$ cat src/rtl/scic_pkg.sv
// rtl/scic_pkg.sv - shared SCIC CPU widths, fetch state enum and buffer entry type
// Contents:
//   ADDR_WIDTH     ROM word-address width (used by ROM, PC, decode)
//   DATA_WIDTH     instruction word width
//   fetch_state_e  fetch FSM states
//   fetch_entry_t  prefetch buffer entry {pc, data}
package scic_pkg;

  localparam int ADDR_WIDTH = 5;
  localparam int DATA_WIDTH = 32;

  typedef enum logic {
    IDLE = 1'b0,
    RUN  = 1'b1
  } fetch_state_e;

  typedef struct packed {
    logic [ADDR_WIDTH-1:0] pc;
    logic [DATA_WIDTH-1:0] data;
  } fetch_entry_t;

endpackage

$ cat src/rtl/instr_fetch_if.sv
// rtl/instr_fetch_if.sv - ROM bus, instruction handshake and redirect signals of the fetch unit
// Signals:
//   rom_address, rom_chip_select   fetch -> ROM
//   rom_data                       ROM -> fetch (high-Z when deselected)
//   instr_valid, instr_data,
//   instr_pc                       fetch -> decode
//   instr_ready                    decode -> fetch
//   redirect, redirect_address     execute -> fetch
// Modports: master = fetch unit, slave = its environment (ROM + decode/execute).
interface instr_fetch_if;

  logic [scic_pkg::ADDR_WIDTH-1:0] rom_address;
  logic                            rom_chip_select;
  logic [scic_pkg::DATA_WIDTH-1:0] rom_data;
  logic                            instr_valid;
  logic                            instr_ready;
  logic [scic_pkg::DATA_WIDTH-1:0] instr_data;
  logic [scic_pkg::ADDR_WIDTH-1:0] instr_pc;
  logic                            redirect;
  logic [scic_pkg::ADDR_WIDTH-1:0] redirect_address;

  modport master (
    output rom_address,
    output rom_chip_select,
    input  rom_data,
    output instr_valid,
    input  instr_ready,
    output instr_data,
    output instr_pc,
    input  redirect,
    input  redirect_address
  );

  modport slave (
    input  rom_address,
    input  rom_chip_select,
    output rom_data,
    input  instr_valid,
    output instr_ready,
    input  instr_data,
    input  instr_pc,
    output redirect,
    output redirect_address
  );

endinterface

$ cat src/rtl/instr_fetch_fifo.sv
// rtl/instr_fetch_fifo.sv - DEPTH-entry synchronous prefetch FIFO of {pc, data}
// Ports:
//   clk, reset  clock, asynchronous active-high reset
//   push        write wr_entry at the tail (ignored when full)
//   pop         remove the head (ignored when empty)
//   flush       empty the FIFO; overrides push and pop
//   wr_entry    entry to write
//   head        current head entry (stale contents while empty)
//   count       number of stored entries, 0..DEPTH
module fetch_fifo
  import scic_pkg::*;
#(
  parameter  int DEPTH = 2,
  localparam int CW    = $clog2(DEPTH) + 1
) (
  input  logic           clk,
  input  logic           reset,
  input  logic           push,
  input  logic           pop,
  input  logic           flush,
  input  fetch_entry_t   wr_entry,
  output fetch_entry_t   head,
  output logic [CW-1:0]  count
);

  localparam int PW = $clog2(DEPTH);

  fetch_entry_t    mem [DEPTH];
  logic [PW-1:0]   rd_ptr;
  logic [PW-1:0]   wr_ptr;
  logic            push_ok;
  logic            pop_ok;

  // DEPTH is a power of two, so the pointers wrap by natural overflow.
  assign push_ok = push && (count < CW'(DEPTH));
  assign pop_ok  = pop && (count != '0);

  always_ff @(posedge clk or posedge reset) begin
    if (reset) begin
      rd_ptr <= '0;
      wr_ptr <= '0;
      count  <= '0;
      for (int i = 0; i < DEPTH; i++) begin
        mem[i] <= '0;
      end
    end else if (flush) begin
      wr_ptr <= rd_ptr;
      count  <= '0;
    end else begin
      if (push_ok) begin
        mem[wr_ptr] <= wr_entry;
        wr_ptr      <= wr_ptr + PW'(1);
      end
      if (pop_ok) begin
        rd_ptr <= rd_ptr + PW'(1);
      end
      case ({push_ok, pop_ok})
        2'b10:   count <= count + CW'(1);
        2'b01:   count <= count - CW'(1);
        default: count <= count;
      endcase
    end
  end

  // Head is read straight from storage so the reset value of the outputs is zero.
  assign head = mem[rd_ptr];

endmodule

$ cat src/rtl/instr_fetch.sv
// rtl/instr_fetch.sv - instruction fetch initiator: ROM addressing, prefetch buffer, redirect
// Ports:
//   clk     clock, all state on the rising edge
//   reset   asynchronous active-high reset
//   enable  fetching permitted while high
//   bus     instr_fetch_if.master: ROM address/chip-select/data,
//           instr valid/ready/data/pc handshake, redirect/redirect_address
module instr_fetch
  import scic_pkg::*;
#(
  parameter logic [ADDR_WIDTH-1:0] RESET_ADDR = '0,
  parameter int                    DEPTH      = 2
) (
  input  logic           clk,
  input  logic           reset,
  input  logic           enable,
  instr_fetch_if.master  bus
);

  localparam int CW = $clog2(DEPTH) + 1;

  fetch_state_e           state_q;
  fetch_state_e           state_d;
  logic [ADDR_WIDTH-1:0]  fetch_pc_q;
  logic [CW-1:0]          count;
  logic                   chip_select;
  logic                   push;
  logic                   pop;
  fetch_entry_t           wr_entry;
  fetch_entry_t           head;

  always_ff @(posedge clk or posedge reset) begin
    if (reset) begin
      state_q <= IDLE;
    end else begin
      state_q <= state_d;
    end
  end

  // Chip-select depends only on registered state and count, so the ROM
  // never sees a combinational path from enable, ready or redirect.
  always_comb begin
    state_d     = state_q;
    chip_select = 1'b0;
    case (state_q)
      IDLE: begin
        if (enable) state_d = RUN;
      end
      RUN: begin
        chip_select = (count < CW'(DEPTH));
        if (!enable) state_d = IDLE;
      end
      default: state_d = IDLE;
    endcase
  end

  // A redirect discards the word on the bus this cycle; the flush inside
  // the FIFO also outranks the pop, which still counts as a transfer.
  assign push = chip_select && !bus.redirect;
  assign pop  = bus.instr_valid && bus.instr_ready;

  always_ff @(posedge clk or posedge reset) begin
    if (reset) begin
      fetch_pc_q <= RESET_ADDR;
    end else if (bus.redirect) begin
      fetch_pc_q <= bus.redirect_address;
    end else if (push) begin
      fetch_pc_q <= fetch_pc_q + ADDR_WIDTH'(1);
    end
  end

  assign wr_entry.pc   = fetch_pc_q;
  assign wr_entry.data = bus.rom_data;

  fetch_fifo #(
    .DEPTH (DEPTH)
  ) u_fifo (
    .clk      (clk),
    .reset    (reset),
    .push     (push),
    .pop      (pop),
    .flush    (bus.redirect),
    .wr_entry (wr_entry),
    .head     (head),
    .count    (count)
  );

  assign bus.rom_address     = fetch_pc_q;
  assign bus.rom_chip_select = chip_select;
  assign bus.instr_valid     = (count != '0);
  assign bus.instr_data      = head.data;
  assign bus.instr_pc        = head.pc;

endmodule

$ cat src/flat_wrapper.sv
// flat-port wrapper written by rule: the top's interface ports become plain ports
module instr_fetch_flat import scic_pkg::*;
#(
  parameter logic [ADDR_WIDTH-1:0] RESET_ADDR = '0,
  parameter int                    DEPTH      = 2
)
  (clk, reset, enable, bus_rom_address, bus_rom_chip_select, bus_rom_data, bus_instr_valid, bus_instr_ready, bus_instr_data, bus_instr_pc, bus_redirect, bus_redirect_address);
  instr_fetch_if bus_i ();
  input  logic clk;
  input  logic reset;
  input  logic enable;
  output wire logic [$bits(bus_i.rom_address)-1:0] bus_rom_address;
  output wire logic [$bits(bus_i.rom_chip_select)-1:0] bus_rom_chip_select;
  input wire logic [$bits(bus_i.rom_data)-1:0] bus_rom_data;
  output wire logic [$bits(bus_i.instr_valid)-1:0] bus_instr_valid;
  input wire logic [$bits(bus_i.instr_ready)-1:0] bus_instr_ready;
  output wire logic [$bits(bus_i.instr_data)-1:0] bus_instr_data;
  output wire logic [$bits(bus_i.instr_pc)-1:0] bus_instr_pc;
  input wire logic [$bits(bus_i.redirect)-1:0] bus_redirect;
  input wire logic [$bits(bus_i.redirect_address)-1:0] bus_redirect_address;
  assign bus_rom_address = bus_i.rom_address;
  assign bus_rom_chip_select = bus_i.rom_chip_select;
  assign bus_i.rom_data = bus_rom_data;
  assign bus_instr_valid = bus_i.instr_valid;
  assign bus_i.instr_ready = bus_instr_ready;
  assign bus_instr_data = bus_i.instr_data;
  assign bus_instr_pc = bus_i.instr_pc;
  assign bus_i.redirect = bus_redirect;
  assign bus_i.redirect_address = bus_redirect_address;
  instr_fetch #(.RESET_ADDR(RESET_ADDR), .DEPTH(DEPTH)) u_core (.clk(clk), .reset(reset), .enable(enable), .bus(bus_i));
endmodule
$ cat config.mk
export PLATFORM = sky130hd
export DESIGN_NAME = instr_fetch_flat
export DESIGN_NICKNAME = d
export VERILOG_FILES = /design/src/rtl/scic_pkg.sv /design/src/rtl/instr_fetch_if.sv /design/src/rtl/instr_fetch_fifo.sv /design/src/rtl/instr_fetch.sv /design/src/flat_wrapper.sv
export SDC_FILE = /design/constraint.sdc
export NUM_CORES = 1
export LEC_CHECK = 0
export ABC_AREA = 1
export BUFFER_PORTS_ARGS = -buffer_cell sky130_fd_sc_hd__buf_2
export CORE_ASPECT_RATIO = 2
export CORE_MARGIN = 4
export CORE_UTILIZATION = 49
export DETAILED_ROUTE_END_ITERATION = 10
export PLACE_DENSITY = 0.76
export SLEW_MARGIN = 5
export SYNTH_ARGS = -nofsm -noshare
export SYNTH_HDL_FRONTEND = slang
export SYNTH_SLANG_ARGS = --single-unit
$ cat constraint.sdc
create_clock -name clk -period 2.5 [get_ports clk]
set_clock_uncertainty 0.05 [all_clocks]
set_input_delay 0.25 -clock clk [delete_from_list [all_inputs] [get_ports clk]]
set_output_delay 0.25 -clock clk [all_outputs]
set_load 0.02 [all_outputs]
Yosys cells after proc, flatten, opt, wreduce, memory -nomap -nowiden

Index checks and enable logic that the tools add are counted.

Logic and storage cells: 49
Memory bits (writable): 0
Bits in latches: 0
Input bits: 42
Bits in read-only memories: 0
Output and inout bits: 44
Register bits after elaboration: 84
Memories: 0

Add/subtract/negate cells: 5
Multiply operators: 0
Reduce and logical (&&, ||, !) cells: 12
Equality and inequality tests: 2
Magnitude comparators: 4
Muxes and demuxes: 14
Shift-type cells: 0
Bitwise gates (word level): 3
Divide/modulo/power cells: 0

Operator list:

| operator              | count |
|---|---|
| $mux W37              | 4 |
| $bwmux W74            | 1 |
| $demux W37 S1         | 1 |
| $mux W5               | 2 |
| $reduce_bool A2 Y1    | 3 |
| $add A5 B1 Y5 const B | 1 |
| $logic_and A1 B1 Y1   | 5 |
| $ge A2 B2 Y1 const B  | 2 |
| $mux W1               | 4 |
| $not A1 Y2            | 2 |
| $pmux W2 S2           | 1 |
| $reduce_and A2 Y1     | 2 |
| $reduce_bool A3 Y1    | 1 |
| $add A1 B1 Y1 const B | 2 |
| $add A2 B1 Y2 const B | 1 |
| $eq A2 B1 Y1 const B  | 1 |
| $eq A2 B2 Y1 const B  | 1 |
| $lt A2 B1 Y1 const B  | 1 |
| $lt A2 B2 Y1 const B  | 1 |
| $mux W2               | 1 |
| $sub A2 B1 Y2 const B | 1 |
| $logic_not A1 Y1      | 1 |
| $not A1 Y1            | 1 |

Longest topological paths before layout

Gate-level depths: netlist of run 1.

Depth after elaboration: 7
Gate-level depth with buffers: 8

Cells and area by module

Synthesis of run 1 repeated with hierarchy kept, for this count alone.

Cell total of the unflattened synthesis: 485
Area total of the unflattened synthesis: 4121.5 µm²

By module, submodules not included:

| module      | cells an instance | area an instance (µm²) | instances |
|---|---|---|---|
| fetch_fifo  | 428               | 3699.8                 | 1 |
| instr_fetch | 57                | 421.7                  | 1 |

Least setup slack after synthesis of run 1

Ideal clock, no wire load.

Kind: flip-flop to output port
From: register u_core.u_fifo.rd_ptr
To: output port bus_instr_data[0]
Stages on the path, launching flop included: 6
Data required time: 2.200 ns
Slack: 0.973 ns
Data arrival time: 1.227 ns
Cell sequence: dfrtp_1 > inv_1 > clkbuf_1 > clkbuf_1 > nand2_1 > nand2_1

Longest elaborated chain between the ends: 4

RTL lines:

| item                                         | line                   | source |
|---|---|---|
| start: declaration                           | instr_fetch_fifo.sv:29 | `logic [PW-1:0] rd_ptr;` |
| start signal: assignment                     | instr_fetch_fifo.sv:55 | `rd_ptr <= rd_ptr + PW'(1);` |
| $not A1 Y2 (not written as such)             | instr_fetch_fifo.sv:66 | `assign head = mem[rd_ptr];` |
| $mux W37 (not written as such) (3 in series) | instr_fetch_fifo.sv:66 |  |
| end: declaration                             | flat_wrapper.sv:17     | `output wire logic [$bits(bus_i.instr_data)-1:0] bus_instr_data;` |

Every way passes these cells. The select of a mux whose other input is x is not followed.

Worst setup path after layout of run 1

From: register u_core.u_fifo.rd_ptr
To: output port bus_instr_data[10]

Same word-level chain as after synthesis.

==> results of run 1 <==
==> layout make-up <==
class	count	share of cell area (%)
clock buffers	13	5.257
clock inverters	2	0.2738
inverters	47	3.943
flip-flops and latches	84	46.00
well taps	94	2.574
multi-input cells	309	30.72
repair buffers	93	11.23
==> cells in the final DEF, fill, tap and decap left out, types with 2 or more instances in the layout <==
cell type / netlist / routed
o21ai_1: 21 / 21
o21ai_2: 20 / 20
clkbuf_16: 0 / 9
nand3_1: 7 / 7
dfrtp_1: 84 / 84
o21ai_0: 35 / 35
inv_1: 45 / 44
nor2_1: 5 / 5
buf_12: 0 / 2
clkbuf_1: 6 / 4
buf_4: 3 / 5
xor2_1: 3 / 3
o211ai_1: 2 / 2
buf_2: 5 / 85
nand2_1: 210 / 209
clkinv_2: 0 / 2
==> worst max-delay path: cells and delay by family, from the launching register on <==
family	cells	cell delay, ns
AND/OR/NAND/NOR	2	0.16
flip-flops	1	0.37
buffers and inverters	4	0.72
==> cells by family after synthesis <==
family | after synthesis | share of synthesized area (%)
and+or+nand+nor | 224 | 22.64
DFF | 84 | 54.79
AOI/OAI and AO/OA | 80 | 12.66
buffers and inverters | 71 | 8.675
xor gates and xnor gates | 4 | 0.9134
adders and majority gates | 1 | 0.3261
==> state kept, by name (all words and copies together) (netlist names) <==
| signal | cells |
|---|---|
| u_core.state_q | 1 |
| u_core.u_fifo.wr_ptr | 1 |
| u_core.bus.rom_address | 5 |
| u_core.u_fifo.rd_ptr | 1 |
| u_core.u_fifo.count | 2 |
| u_core.u_fifo.mem | 74 |
==> power by group through the flow <==
stage	combinational (mW)	sequential, mW	clock (mW)
global placement	2.69	2.32	0
floorplan	1.98	2.29	0
global route	3.05	2.42	1.23
detailed placement	2.77	2.36	0
CTS	2.79	2.34	1.18
finish	2.75	2.35	1.15
==> path summary, 6_finish.rpt <==
kind | endpoint | slack, ns | cells after the start
max reg2reg | u_core.u_fifo.mem[37] | 0.76 | 5
max | bus_instr_data[10] | 0.59 | 6
min in group clk | u_core.bus.rom_address[3] | 0.10 | 3
min | u_core.u_fifo.mem[62] | 0.003 | 2
max in group asynchronous | u_core.u_fifo.mem[47] | 1.73 | 3
min reg2reg | u_core.u_fifo.mem[64] | 0.43 | 2
==> metal layers <==
metal	track usage [%]	vias to the layer above	part of all wire, %
met4	8.787	0	2.0
met5	0	-	0
met1	20.55	1524	39
li1	-	1591	-
met2	33.56	95	54
met3	4.003	12	4.8
==> timing repair <==
| item | CTS | global route |
|---|---|---|
| hold endpoints to repair | 1 | 0 |
| hold buffers | 1 | 0 |
| endpoints found under the setup margin | 0 | 0 |
==> summary.md, run 1 <==
| Metric | Value |
|---|---|
| Die W | `between 70 and 80 µm` |
| R2r startpoint | `u_core.u_fifo.count[1]` |
| Number of enable flip-flop cells after synthesis | `0` |
| Root Driver | `clkbuf_16` |
| Area contributors post-synth | `dfrtp_1 (55%), nand2_1 (21%), o21ai_0 (4.6%), o21ai_2 (4.6%), inv_1 (4.4%)` |
| Critical path's largest stage delay | `roughly 0.37 ns` |
| Htree depth | `3` |
| Area of the multi-input gates | `~1400 µm²` |
| RSZ-0062 raised after global routing | `false` |
| Psw | `~2.6 mW` |
| Tot GR Track Use | `between 10% and 20%` |
| Primary FF master, synth | `dfrtp_1` |
| CP Cell Sequence | `buf_4 -> inv_1 -> buf_4 -> nand2_1 -> nand2_1 -> buf_2` |
| Drt first pass iters | `5` |
| Least-Margin Pin Slew | `0.8723 ns` |
| Largest area contributor in the netlist | `dfrtp_1` |
| GP Congestion | `roughly 0.78` |
| Clock buffer depth | `2` |
| Pin count of the biggest net entering global routing | `76` |
| Final setup TNS | `0 ns` |
| Avg WL per Cell | `about 13 µm` |
| Slew headroom | `approximately two fifths` |
| Dpl ws | `about 0.77 ns` |
| I/O pins | `86` |
| Post-Syn Area | `around 3800 µm²` |
| Slowest library cell on the worst path | `dfrtp_1` |
| F_max | `0.5245 GHz` |
| Initial antenna violation count | `0` |
| Total power | `between 6 and 7 mW` |
| First-pass GRT wire length | `13890 µm` |
| Post-DP Area | `approximately 4300 µm²` |
| Crit path kind | `register to primary output` |
| Largest fanout on the critical path | `21` |
| Initial core utilization | `around half` |
| Combinational group share of total power | `44.0%` |
| Num rows | `45` |
| Count of cell types in the netlist | `24` |
| Number of nets in the layout | `587` |
| Commonest cells in the netlist | `nand2_1 (210), dfrtp_1 (84), inv_1 (45)` |
| Final Core Density | `approximately 60%` |
| Synth Register Bits | `84` |
| Pwr/cell area | `1365 nW/µm²` |
| Worst skew pair latency | `0.33 ns` |
| Sequential cell area | `approximately 2100 µm²` |
| Max-Cap Viols | `0` |
| Max-slew violations | `0` |
| Final setup viols | `0` |
| Final Hold Fails | `0` |
| Worst Path Required | `between 2 and 2.5 ns` |
| Area growth syn-to-layout | `19.11%` |
| Via/cell ratio | `5.019` |
| Post-DP HPWL | `between 5000 and 6000 µm` |
| Iteration-0 DRC Markers | `200` |
| PortBufs | `85` |
| Die area | `between 9000 and 10000 µm²` |
| Chip height | `around 130 µm` |
| Sequential share of the synthesized area | `around 55%` |
| FFs w/ async S/R, synth | `100.0%` |
| Most common cell in the netlist | `nand2_1` |
| Worst hold margin | `0.003401 ns` |
| CTS Buf Count | `9` |
| Reg power frac | `37.6%` |
| Reg clk slew, reported paths | `approximately 0.06 ns` |
| Core area | `between 7000 and 8000 µm²` |
| Internal Power | `approximately 3.6 mW` |
| Setup ws final | `0.5934 ns` |
| Hold Crit Class | `primary input to asynchronous set/reset pin` |
| Layout cells sized above 1 | `about a quarter` |
| Cells after DPL | `between 600 and 700` |
| Fin crit share | `76.26%` |
| Post-synthesis net count | `~510` |
| Switching Fraction | `roughly 42%` |
| Fin crit period | `roughly 1.9 ns` |
| Syn Area/Cell | `8.268 µm²` |
| Vias in the first global route | `~3.1k` |
| Worst setup EP type | `primary output` |
| # Post-CTS Setup Buffers | `0` |
| CP Data Arrival Time | `1.61 ns` |
| Status | `finished clean` |
| Post-Syn Instances | `~460` |
| Worst setup path startpoint | `u_core.u_fifo.rd_ptr` |
| Yosys warning count | `0` |
| DRT Wirelength | `8447 µm` |
| GRT overflow | `0` |
| Clock Power Share | `a little under a fifth` |
| Filler instances | `~700` |
| # DRC | `0` |
| Final Instance Area | `4569 µm²` |
| Final Non-Filler Cells | `642` |
| Worst vdd ir | `between 0.6 and 0.7 mV` |
| Antenna Nets Post-Route | `0` |
| # clock sinks | `84` |
| PostCTS Resize Cnt | `0` |
| CP Launch Type | `register` |
| Via count | `roughly 3.2k` |
| Diodes inserted | `0` |
| LEAKAGE | `~2.6 nW` |
| Post-synth top area share | `54.79%` |
| CTS tree | `built` |
Power figures use the tool's default switching activity.
==> inputs of run 2 (changes only) <==
Clock period 2.5 ns to 1.72 ns, I/O delays scaled along.
==> run 2 against run 1 <==
Net effect:
- first-iteration DRC count rose by 7.5%
- critical endpoint is now bus_instr_data[14]
- register-to-register slack got worse by 0.54 ns
- combinational power rose by 50%
- sequential share of layout area fell by 1.1 points
- via count fell by 1.8%
==> summary.md, run 2 (synthesis gave the netlist of run 1 again) <==
| Metric | Value |
|---|---|
| GRT overflow | `0 (unchanged)` |
| Number of nets in the layout | `589 (was 587)` |
| Root Driver | `clkbuf_16 (unchanged)` |
| Vias in the first global route | `3262 (was 3125)` |
| Buffers & Inverters on Critical Path | `3 (was 4)` |
| DRT Wirelength | `8740 µm (was 8447 µm)` |
| Avg WL per Cell | `13.55 µm (was 13.16 µm)` |
| Clock buffer depth | `2 (unchanged)` |
| Diodes inserted | `0 (unchanged)` |
| Crit path kind | `register to primary output (unchanged)` |
| Iteration-0 DRC Markers | `215 (was 200)` |
| CTS tree | `built (unchanged)` |
| Cells after DPL | `625 (was 626)` |
| Post-DP HPWL | `5487 µm (was 5854 µm)` |
| F_max | `approximately 0.6 GHz` |
| Hold Path End | `u_core.bus.rom_address[3]` |
| CP Cell Sequence | `inv_2 -> buf_6 -> nand2_1 -> nand2_1 -> buf_2 (was buf_4 -> inv_1 -> buf_4 -> nand2_1 -> nand2_1 -> buf_2)` |
| # Post-CTS Setup Buffers | `0 (unchanged)` |
| Core area | `7601 µm² (unchanged)` |
| Tot GR Track Use | `18.97% (was 18.68%)` |
| PortBufs | `85 (unchanged)` |
| CP top delay family | `buffers and inverters (unchanged)` |
| Die area | `9394 µm² (unchanged)` |
| Slowest library cell on the worst path | `dfrtp_2 (was dfrtp_1)` |
| Die W | `70.57 µm (unchanged)` |
| # clock sinks | `84 (unchanged)` |
| Most common cell after layout, fill and taps aside | `nand2_1 (unchanged)` |
| Max-Cap Viols | `0 (unchanged)` |
| Initial antenna violation count | `0 (unchanged)` |
| Fin crit period | `roughly 1.6 ns` |
| Area of the multi-input gates | `1413 µm² (was 1404 µm²)` |
| Fin crit share | `94.91%` |
| Max reg flops | `74 (unchanged)` |
| Antenna Nets Post-Route | `0 (unchanged)` |
| Layout cells sized above 1 | `24.68% (was 23.54%)` |
| # DRC | `0 (unchanged)` |
| Total power | `9.483 mW (was 6.238 mW)` |
| Top reg by flops | `u_core.u_fifo.mem (unchanged)` |
| Most numerous cell on the critical path | `nand2_1` |
| Reg2Reg Depth | `5 (unchanged)` |
| Via/cell ratio | `4.904 (was 5.019)` |
| CTS Buf Count | `9 (unchanged)` |
| Reg clk slew, reported paths | `0.06 ns (about the same)` |
| Htree depth | `3 (unchanged)` |
| Worst Path Required | `1.50 ns (was 2.20 ns)` |
| RSZ-0062 raised after global routing | `false (unchanged)` |
| Status | `finished clean (unchanged)` |
| Worst skew pair latency | `0.33 ns (about the same)` |
| Worst vdd ir | `0.9723 mV (was 0.6491 mV)` |
| Worst setup EP type | `primary output (unchanged)` |
| Most frequent cells in the layout | `nand2_1 (209), buf_2 (85), dfrtp_1 (83), inv_1 (43), o21ai_0 (34) (was nand2_1 (209), buf_2 (85), dfrtp_1 (84), inv_1 (44), o21ai_0 (35))` |
| Final setup viols | `0 (unchanged)` |
| Filler instances | `696 (was 703)` |
| Drt first pass iters | `4 (was 5)` |
| I/O pins | `86 (unchanged)` |
| Final Hold Fails | `0 (unchanged)` |
| Hold Crit Class | `primary input to register (was primary input to asynchronous set/reset pin)` |
| LEAKAGE | `2.617 nW (was 2.572 nW)` |
| First-pass GRT wire length | `14280 µm (was 13890 µm)` |
| Largest fanout on the critical path | `12 (was 21)` |
| Pin count of the biggest net entering global routing | `85 (was 76)` |
| Slew headroom | `61.97% (was 41.85%)` |
| Chip height | `133.1 µm (unchanged)` |
| R2r startpoint | `u_core.u_fifo.count[1] (unchanged)` |
| Reg-to-reg endpoint | `u_core.u_fifo.mem[72] (was u_core.u_fifo.mem[37])` |
| GP Congestion | `0.7910 (was 0.7789)` |
| Sequential cell area | `2103 µm² (was 2102 µm²)` |
| Final setup TNS | `0 ns (unchanged)` |
| Via count | `3163 (was 3222)` |
| Least-Margin Pin Slew | `0.5705 ns (was 0.8723 ns)` |
| Area growth syn-to-layout | `22.02% (was 19.11%)` |
| Num rows | `45 (unchanged)` |
| Hold Path Depth | `3` |
| Worst R2R Setup Slack | `0.22 ns (was 0.76 ns)` |
| Critical path's largest stage delay | `0.47 ns (was 0.37 ns)` |
| CP Launch Type | `register (unchanged)` |
| Max-slew violations | `0 (unchanged)` |
| Final Non-Filler Cells | `645 (was 642)` |
| Pwr/cell area | `2026 nW/µm² (was 1365 nW/µm²)` |
| Min-Delay Startpoint | `bus_redirect_address[3]` |
| Initial core utilization | `50.47% (unchanged)` |
| CP Data Arrival Time | `1.41 ns (was 1.61 ns)` |
==> run 2: cell count changes in the layout (fill, tap and decap cells not counted), sizes merged <==
cell         previous run  this run
buf                    92        91
bufinv                  0         1
clkinvlp                1         2
dlygate4sd3             1         2
or2                     1         2
==> run 2: tightest hold or removal path, stage by stage <==
cell	delay, ns
buf_2	0.07
nand2_1	0.05
nand3_1	0.08
==> run 2: how the worst max path moves through the flow <==
stage,start,endpoint,slack (ns),depth (start not counted)
2_1_floorplan,u_core.u_fifo.rd_ptr,bus_instr_data[0],0.27,5
3_3_place_gp,u_core.u_fifo.count[1],u_core.u_fifo.wr_ptr,0.06,4
3_5_place_dp,u_core.u_fifo.count[1],u_core.u_fifo.mem[48],-0.01,4
4_1_cts,u_core.u_fifo.count[1],u_core.u_fifo.mem[56],0.004,5
5_1_grt,u_core.u_fifo.rd_ptr,bus_instr_pc[1],0.02,5
6_report,u_core.u_fifo.rd_ptr,bus_instr_data[14],0.09,5
==> run 2: repair_timing <==
action / 4_1_cts / 5_1_grt
cloned: 0 / 2
setup endpoints to repair: 2 / 43
endpoints found under the hold margin: 85 / 0
gates resized for setup: 3 / 3
hold buffers: 2 / 0
==> run 2: per-layer routing <==
metal / part of all wire [%] / track usage [%] / vias to the layer above / wire (µm)
li1: - / - / 1596 / -
met4: 1.9 / 7.950 / 0 / 164
met5: 0 / 0 / - / 0
met2: 56 / 36.38 / 74 / 4917
met3: 4.8 / 3.474 / 13 / 422
met1: 37 / 19.54 / 1480 / 3236
==> run 2: area by class of cell <==
class                   instances  area share (%)
flip-flops and latches         84           44.93
multi-input cells             310           30.18
repair buffers                 94           11.98
clock buffers                  12           5.480
inverters                      47           3.903
well taps                      94           2.513
clock inverters                 4           1.016
==> run 2: metrics by stage <==
step / utilization [%] / hold WS, ns / setup slack (ns) / instance area [µm²]
floorplan: - / 0.1534 / 0.2707 / 3840
global placement: 56.76 / 0.2323 / 0.05940 / 4314
detailed placement: 56.76 / 0.2317 / -0.01327 / 4314
CTS: 61.09 / 0.02171 / 0.004285 / 4643
global route: 61.58 / 0.03085 / 0.02168 / 4681
finish: 61.58 / 0.02824 / 0.08759 / 4681
==> run 2: power breakdown <==
| group | switching [mW] | internal [mW] |
|---|---|---|
| sequential | 0.536 | 2.90 |
| combinational | 2.65 | 1.48 |
| clock | 0.723 | 1.20 |
| total | 3.91 | 5.57 |
